`src/rtl/life_grid_engine.sv`:
```
// Conway Game of Life engine: serial grid load, N-generation run (one row per
// cycle, dead-border or toroidal), early stop on extinction, serial drain.
module life_grid_engine #(
  parameter int ROWS  = 8,
  parameter int COLS  = 8,
  parameter int GEN_W = 8
) (
  input  logic             clock,
  input  logic             reset,
  input  logic             load_valid,
  input  logic             load_bit,
  output logic             load_ready,
  input  logic             wrap_mode,
  input  logic             start,
  input  logic [GEN_W-1:0] gen_target,
  output logic             busy,
  output logic             out_valid,
  output logic             out_bit,
  output logic             out_last,
  input  logic             out_ready,
  output logic [GEN_W-1:0] gen_done,
  output logic             extinct,
  output logic [1:0]       state
);
  localparam int N   = ROWS * COLS;
  localparam int IW  = $clog2(N);
  localparam int CW  = $clog2(N + 1);
  localparam int RW  = $clog2(ROWS);
  localparam int CIW = $clog2(COLS);

  typedef enum logic [1:0] {LOAD = 2'b00, RUN = 2'b01, DRAIN = 2'b10} state_e;

  state_e           state_q, state_d;
  logic [N-1:0]     grid_q, grid_d, next_q, next_d;
  logic [CW-1:0]    cnt_q, cnt_d;
  logic [IW-1:0]    idx_q, idx_d;
  logic [RW-1:0]    row_q, row_d;
  logic             gv_q, gv_d, wrap_q, wrap_d, ext_q, ext_d;
  logic [GEN_W-1:0] tgt_q, tgt_d, gen_q, gen_d;

  logic [COLS-1:0]  row_new;
  logic [IW-1:0]    row_base, nidx;
  logic [3:0]       nbr;
  logic [31:0]      rr, cc;
  logic             inb, load_hs, start_ok;

  assign load_ready = (state_q == LOAD) && (cnt_q < CW'(N));
  assign load_hs    = load_valid && load_ready;
  assign start_ok   = start && ((cnt_q == CW'(N)) || (cnt_q == '0 && gv_q));
  assign busy       = (state_q == RUN);
  assign out_valid  = (state_q == DRAIN);
  assign out_bit    = out_valid && grid_q[idx_q];
  assign out_last   = out_valid && (idx_q == IW'(N - 1));
  assign gen_done   = gen_q;
  assign extinct    = ext_q;
  assign state      = state_q;
  assign row_base   = IW'(32'(row_q) * COLS);

  // rr/cc are offset by +1 so row/col -1 stays non-negative before the modulo.
  always_comb begin
    row_new = '0;
    nbr     = '0;
    rr      = '0;
    cc      = '0;
    inb     = 1'b0;
    nidx    = '0;
    for (int unsigned c = 0; c < COLS; c++) begin
      nbr = '0;
      for (int unsigned dr = 0; dr < 3; dr++) begin
        for (int unsigned dc = 0; dc < 3; dc++) begin
          rr   = 32'(row_q) + dr;
          cc   = c + dc;
          inb  = wrap_q || (rr >= 32'd1 && rr <= ROWS && cc >= 32'd1 && cc <= COLS);
          rr   = (rr + ROWS - 1) % ROWS;
          cc   = (cc + COLS - 1) % COLS;
          nidx = IW'(rr * COLS + cc);
          if (!(dr == 1 && dc == 1) && inb && grid_q[nidx]) nbr = nbr + 4'd1;
        end
      end
      row_new[CIW'(c)] = (nbr == 4'd3) || (grid_q[IW'(32'(row_base) + c)] && nbr == 4'd2);
    end
  end

  always_comb begin
    state_d = state_q;
    grid_d  = grid_q;
    next_d  = next_q;
    cnt_d   = cnt_q;
    idx_d   = idx_q;
    row_d   = row_q;
    gv_d    = gv_q;
    wrap_d  = wrap_q;
    ext_d   = ext_q;
    tgt_d   = tgt_q;
    gen_d   = gen_q;
    unique case (state_q)
      LOAD: begin
        if (load_hs) begin
          grid_d[cnt_q[IW-1:0]] = load_bit;
          cnt_d = cnt_q + CW'(1);
          if (cnt_q == '0)         gv_d = 1'b0;
          if (cnt_q == CW'(N - 1)) gv_d = 1'b1;
        end else if (start_ok) begin
          wrap_d  = wrap_mode;
          tgt_d   = gen_target;
          gen_d   = '0;
          ext_d   = 1'b0;
          row_d   = '0;
          idx_d   = '0;
          state_d = (gen_target == '0) ? DRAIN : RUN;
        end
      end
      RUN: begin
        next_d[row_base +: COLS] = row_new;
        row_d = row_q + RW'(1);
        // next_d already holds the final row, so it is the complete new generation.
        if (row_q == RW'(ROWS - 1)) begin
          grid_d = next_d;
          gen_d  = gen_q + GEN_W'(1);
          ext_d  = (next_d == '0);
          row_d  = '0;
          if (gen_d == tgt_q || next_d == '0) begin
            state_d = DRAIN;
            idx_d   = '0;
          end
        end
      end
      DRAIN: begin
        if (out_ready) begin
          idx_d = idx_q + IW'(1);
          if (idx_q == IW'(N - 1)) begin
            state_d = LOAD;
            cnt_d   = '0;
            gv_d    = 1'b1;
            idx_d   = '0;
          end
        end
      end
      default: state_d = LOAD;
    endcase
  end

  always_ff @(posedge clock or posedge reset) begin
    if (reset) begin
      state_q <= LOAD;
      grid_q  <= '0;
      next_q  <= '0;
      cnt_q   <= '0;
      idx_q   <= '0;
      row_q   <= '0;
      gv_q    <= 1'b0;
      wrap_q  <= 1'b0;
      ext_q   <= 1'b0;
      tgt_q   <= '0;
      gen_q   <= '0;
    end else begin
      state_q <= state_d;
      grid_q  <= grid_d;
      next_q  <= next_d;
      cnt_q   <= cnt_d;
      idx_q   <= idx_d;
      row_q   <= row_d;
      gv_q    <= gv_d;
      wrap_q  <= wrap_d;
      ext_q   <= ext_d;
      tgt_q   <= tgt_d;
      gen_q   <= gen_d;
    end
  end

endmodule

```
`config.mk`:
```
export PLATFORM = sky130hd
export DESIGN_NAME = life_grid_engine
export DESIGN_NICKNAME = d
export VERILOG_FILES = /design/src/rtl/life_grid_engine.sv
export SDC_FILE = /design/constraint.sdc
export NUM_CORES = 1
export LEC_CHECK = 0
export CAP_MARGIN = 20
export CORE_MARGIN = 1.5
export CORE_UTILIZATION = 55
export CTS_BUF_LIST = sky130_fd_sc_hd__clkbuf_4 sky130_fd_sc_hd__clkbuf_8 sky130_fd_sc_hd__clkbuf_16
export CTS_CLUSTER_SIZE = 25
export DETAILED_ROUTE_END_ITERATION = 8
export PLACE_DENSITY = 0.73
export SYNTH_ARGS = -nofsm -noshare
export SYNTH_HDL_FRONTEND = slang
export SYNTH_SLANG_ARGS = --single-unit
```
`constraint.sdc`:
```
create_clock -name clock -period 8.7 [get_ports clock]
set_input_delay 0.87 -clock clock [delete_from_list [all_inputs] [get_ports clock]]
set_output_delay 0.87 -clock clock [all_outputs]
set_load 0.1 [all_outputs]
```
== After elaboration in Yosys (flattened, before gate mapping) ==
Index checks and enable logic that the tools add are counted.
Storage, ports and cells
  register bits: 165
  output and inout port bits: 16
  logic and storage cells: 434
Operators by class
  add/subtract/negate cells: 97
  magnitude comparators: 42
  equality and inequality tests: 31
  shift-type cells: 2
  mux-type cells: 174
  bitwise operators: 1
  reductions and logical operators: 76
Operator list (number)
  6-bit by 7-bit less-than comparator with 1-bit output (second input constant): 34
  4-bit 2-to-1 mux: 56
  4-bit by 1-bit adder with 4-bit output (second input constant): 48
  1-bit binary-select mux with 6-bit select: 29
  64-bit bitwise mux: 2
  64-bit 2-to-1 mux: 2
  64-bit case mux with 2 select lines: 1
  6-bit by 3-bit adder with 6-bit output (second input constant): 16
  4-bit by 2-bit equality test with 1-bit output (second input constant): 16
  64-bit logical NOT: 1
  8-bit by 8-bit variable shift with 64-bit output (first input constant): 1
  8-bit by 8-bit indexed part select with 64-bit output: 1
  1-bit 2-to-1 mux: 50
  6-bit by 2-bit adder with 6-bit output (second input constant): 8
  1-bit logical AND: 48
  6-bit 2-to-1 mux: 6
  6-bit by 1-bit adder with 6-bit output (second input constant): 5
  8-bit 2-to-1 mux: 3
  7-bit 2-to-1 mux: 3
  6-bit case mux with 3 select lines: 1
  1-bit by 1-bit adder with 2-bit output (second input constant): 8
  8-bit case mux with 2 select lines: 1
  2-bit 2-to-1 mux: 7
  7-bit case mux with 2 select lines: 1
  other kinds (40): 75

== Logic depth before layout (Yosys ltp) ==
Gate-level depths: netlist (run 1).
  depth in word-level cells: 31
  mapped depth: 45
  depth with buffers taken out: 36

== Worst setup path before layout (run 1) ==
No wires, ideal clock.
  kind: flip-flop to flip-flop
  from: reg row_q[1]
  to: reg state_q[0], in the netlist state[0]
  data arrival time: 8.092 ns
  required time: 8.576 ns
  setup slack: 0.484 ns
  stages on the path, launching flop included: 36
  path buffers: 5
  period minus slack after synthesis: 8.216 ns
  cell sequence: dfrtp_1 > clkbuf_1 > buf_1 > inv_1 > ha_1 > buf_6 > buf_12 > buf_4 > mux2_2 > mux4_2 > nand2_1 > inv_1 > ha_1 > xor2_1 > inv_1 > ha_1 > o21a_1 > ha_1 > nand2_1 > nand2_1 > ha_1 > nor2_1 > a31oi_1 > ha_1 > a21oi_1 > a41oi_1 > ha_1 > xor3_1 > a32o_1 > o21ai_0 > nor2_1 > a222oi_1 > nand4_1 > nor4_2 > a21oi_2 > a211o_1
On the way
  word-level cells in the longest chain between the ends: 30
  elaborated cells between the ends (all ways): 304
  classes of those cells: add/sub: 93; order compare: 6; eq/ne: 19; shift: 2; mux: 129; reduce/logical: 55
Ends and longest elaborated chain
  start: declaration: RTL line 37  | logic [RW-1:0] row_q, row_d;
  start signal: assignment: RTL line 162  | row_q <= row_d;
  3-bit by 1-bit adder with 3-bit output: RTL line 74  | rr = (rr + ROWS - 1) % ROWS;
  3-bit by 1-bit subtractor with 3-bit output: RTL line 74
  6-bit by 3-bit adder with 6-bit output, or another cell as far along: RTL line 76  | nidx = IW'(rr * COLS + cc);
  1-bit binary-select mux with 6-bit select: RTL line 77  | if (!(dr == 1 && dc == 1) && inb && grid_q[nidx]) nbr = nbr + 4'd1;
  1-bit 2-to-1 mux (implied by the code): RTL line 77
  1-bit logical AND: RTL line 77
  1-bit 2-to-1 mux: RTL line 77
  1-bit by 1-bit adder with 2-bit output: RTL line 77
  (+14 left out)
  1-bit logical AND: RTL line 80  | row_new[CIW'(c)] = (nbr == 4'd3) || (grid_q[IW'(32'(row_base) + c)] && nbr == 4'd2);
  1-bit logical OR: RTL line 80
  8-bit by 8-bit indexed part select with 64-bit output: RTL line 114  | next_d[row_base +: COLS] = row_new;
  64-bit bitwise mux: RTL line 114
  64-bit logical NOT: RTL line 122  | if (gen_d == tgt_q || next_d == '0) begin
  1-bit logical OR: RTL line 122
  2-bit by 1-bit inequality test with 1-bit output (no source line)
  6-bit AND reduction (no source line) *
  end signal: assignment: RTL line 157  | state_q <= state_d;
  end: declaration: RTL line 33  | state_e state_q, state_d;
Mark *: on every way between the ends. The rest lies on a longest branch, timed or not. The select of a mux whose other input is x is not followed.
A chain may end at the register's enable or synchronous reset.

== Worst setup path after layout (run 1) ==
  from: reg row_q[0]
  to: reg state_q[1], in the netlist state[1]
Same word-level chain as after synthesis.

==> results.json, run 1 <==
{
  "route.met2.wl_um": 24700,
  "grt.total_usage": 0.358,
  "syn_area_sq_um": 16500,
  "worstSetupStartpointType": "flop",
  "stdcell_count": 2327,
  "synthArstFlopShare": 1.00,
  "layout.nets": 2012,
  "die_w_um": 176,
  "die_h_um": 176,
  "wl_met3_um": 5070,
  "finalCriticalPeriod_ns": 8.30,
  "arrival_ns": 8.59,
  "cts.sinks": 165,
  "tns_ns": 0,
  "row_count": 63,
  "crit_fanout": 9,
  "grt.overflow.total": 0,
  "cp_slowest_stage_delay_ns": 0.80,
  "cts_tree": "done",
  "slowest_stage": "nor3_2",
  "cp-startpoint": "row_q[0]$_DFFE_PP0P_",
  "antenna_found_initial": 0,
  "synth-seq-cells": 165,
  "maxCapViolations": 0,
  "r2r_end": "state[1]$_DFFE_PP0P_",
  "hpwl_um": 41700,
  "io_buffer_count": 30,
  "postCtsResizedCells": 0,
  "nFillCells": 2688,
  "start_util": 0.558,
  "postSynthAreaPerCell_sq_um": 8.35,
  "finalClockSkew_ns": 0.0105,
  "seq_area_sq_um": 4130,
  "ys_warn_count": 0,
  "yosysSeqAreaShare": 0.250,
  "root_buffer": "clkbuf_16",
  "tightest_slew_ns": 1.06,
  "clkLatencyLatePin_ns": 0.44,
  "hold_violations": 0,
  "synth.distinct_cells": 108,
  "drt_iter0_markers": 1907,
  "status": "complete, no violations",
  "wl_met1_um": 22300,
  "dp.cells": 2294,
  "grt_max_degree": 129,
  "r2r_start": "row_q[0]$_DFFE_PP0P_",
  "num_io_pins": 31,
  "clock_path_buffers": 2,
  "wire_per_inst_um": 23.9,
  "cts_buffers": 17,
  "gp_congestion": 1.01,
  "endpoint": "state[1]$_DFFE_PP0P_",
  "core_area_sq_um": 29600,
  "crit_type": "flop to flop",
  "drc_errors": 0,
  "post_cts_buffers": 0,
  "hold_path_class": "flop to flop",
  "grt_setup_unrepaired": "no",
  "highest_layer": "met4",
  "drt-total-wl_um": 55600,
  "syn_nets": 2069,
  "syn-instance-count": 1981,
  "cts_hold_buf": 0,
  "grt_pass1_vias": 14912,
  "die_area_sq_um": 31100,
  "clock.fmax_mhz": 121,
  "cp_common_cell": "ha_1",
  "setup_viol": 0,
  "drtAntennaViolNets": 0,
  "reg2reg_setup_slack_ns": 0.40,
  "final_max_slew_viol_count": 0,
  "via_count": 15927,
  "vias_per_cell": 6.84,
  "path_clk_slew_ns": 0.07,
  "grt_pass1_wl_um": 85400,
  "period_share": 0.954,
  "worstPathRequired_ns": 8.99,
  "htree_levels": 4,
  "final_layout_size_suffix_gt1_frac": 0.108,
  "cp-end-kind": "flop",
  "reg2reg_depth": 31,
  "slew_headroom": 0.294,
  "ys.flop_type": "dfrtp_1",
  "antenna_cells": 0,
  "area_growth_pct": 6.45,
  "synth_edf_count": 0,
  "dr.pass1.iters": 6,
  "multi_input_area_sq_um": 11600
}
[synthesized netlist by cell type (25+ instances only)]
master / number / share of area
mux2i_1: 78 / 0.047
nand4_1: 25 / 0.0095
ha_1: 73 / 0.055
mux4_2: 42 / 0.057
xnor2_1: 68 / 0.036
nor2_1: 118 / 0.027
nand3_1: 85 / 0.026
nand2_1: 237 / 0.054
o21ai_0: 188 / 0.057
xor2_1: 33 / 0.017
mux2_2: 34 / 0.023
a21oi_1: 170 / 0.051
o22ai_1: 40 / 0.015
inv_1: 44 / 0.010
nor3_1: 27 / 0.0082
clkbuf_1: 100 / 0.023
dfrtp_1: 165 / 0.25
[metrics by stage]
step | hold slack (ns) | area [sq um] | utilization | worst slack [ns]
floorplan | 0.448 | 16500 | - | 0.484
global placement | 0.469 | 17000 | 0.573 | 0.431
detailed placement | 0.480 | 17000 | 0.573 | 0.310
CTS | 0.498 | 17500 | 0.592 | 0.260
global route | 0.511 | 17600 | 0.594 | 0.00294
finish | 0.495 | 17600 | 0.594 | 0.402
[final cells by class]
cell class / count / area share
clock buffers: 22 / 0.0267
inverters: 47 / 0.0105
well taps: 390 / 0.0277
clock inverters: 10 / 0.00611
flip-flops and latches: 165 / 0.235
repair buffers: 71 / 0.0357
multi-input cells: 1622 / 0.659
[state kept, by name, indices dropped and copies added (netlist names)]
| signal | cells |
|---|---|
| cnt_q | 7 |
| row_q | 3 |
| inb | 1 |
| grid_q | 64 |
| next_q | 64 |
| gv_q | 1 |
| state | 2 |
| tgt_q | 8 |
| extinct | 1 |
| idx_q | 6 |
| gen_done | 8 |
[layout by cell type (no fill, tap or decap), types with 42 or more instances in the layout]
| cell | Yosys | routed |
|---|---|---|
| nand2_1 | 237 | 236 |
| o21ai_0 | 188 | 186 |
| a21oi_1 | 170 | 169 |
| dfrtp_1 | 165 | 164 |
| nor2_1 | 118 | 118 |
| nand3_1 | 85 | 85 |
| mux2i_1 | 78 | 78 |
| ha_1 | 73 | 72 |
| xnor2_1 | 68 | 68 |
| inv_1 | 44 | 42 |
| mux4_2 | 42 | 42 |
[worst min path at each step]
stage,startpoint,endpoint,slack (ns),cells after the start
2_1_floorplan,next_q[3]$_DFFE_PP0P_,next_q[3]$_DFFE_PP0P_,0.45,2
3_3_place_gp,next_q[3]$_DFFE_PP0P_,next_q[3]$_DFFE_PP0P_,0.47,2
3_5_place_dp,next_q[3]$_DFFE_PP0P_,next_q[3]$_DFFE_PP0P_,0.48,2
4_1_cts,next_q[3]$_DFFE_PP0P_,next_q[3]$_DFFE_PP0P_,0.50,2
5_1_grt,next_q[1]$_DFFE_PP0P_,next_q[1]$_DFFE_PP0P_,0.51,1
6_report,next_q[1]$_DFFE_PP0P_,next_q[1]$_DFFE_PP0P_,0.49,1
[logic make-up after synthesis]
family | count (synthesis) | share of synthesized area
muxes | 155 | 0.128
and+or+nand+nor | 662 | 0.197
DFF | 165 | 0.250
adders and majority gates | 73 | 0.0552
buffers and inverters | 194 | 0.0535
xor gates and xnor gates | 130 | 0.0909
AOI/OAI and AO/OA | 602 | 0.225
[worst max-delay path, delay by kind of cell, from the launching register on]
family,cells,cell delay (ns)
buf+inv,3,0.47
fa+ha+maj,8,2.12
compound gates,6,1.63
mux,1,0.27
simple gates,10,2.63
xor+xnor,3,0.50
flops,1,0.50
[metal layers]
metal	vias up	track usage
li1	7218	-
met3	155	0.0663
met4	0	0.193
met2	836	0.552
met1	7718	0.477
met5	-	0
Power of run 1 is not shown: default switching activity piles up to over one toggle a cycle in this logic, so the estimate is an artifact.
==> run 2, diff against run 1 <==
Settings changed: CTS_CLUSTER_DIAMETER set to 80.
==> results of run 2 <==
No change in the layout: final DEF, timing and power equal those of run 1.
Power of run 2 is left out for the same reason.
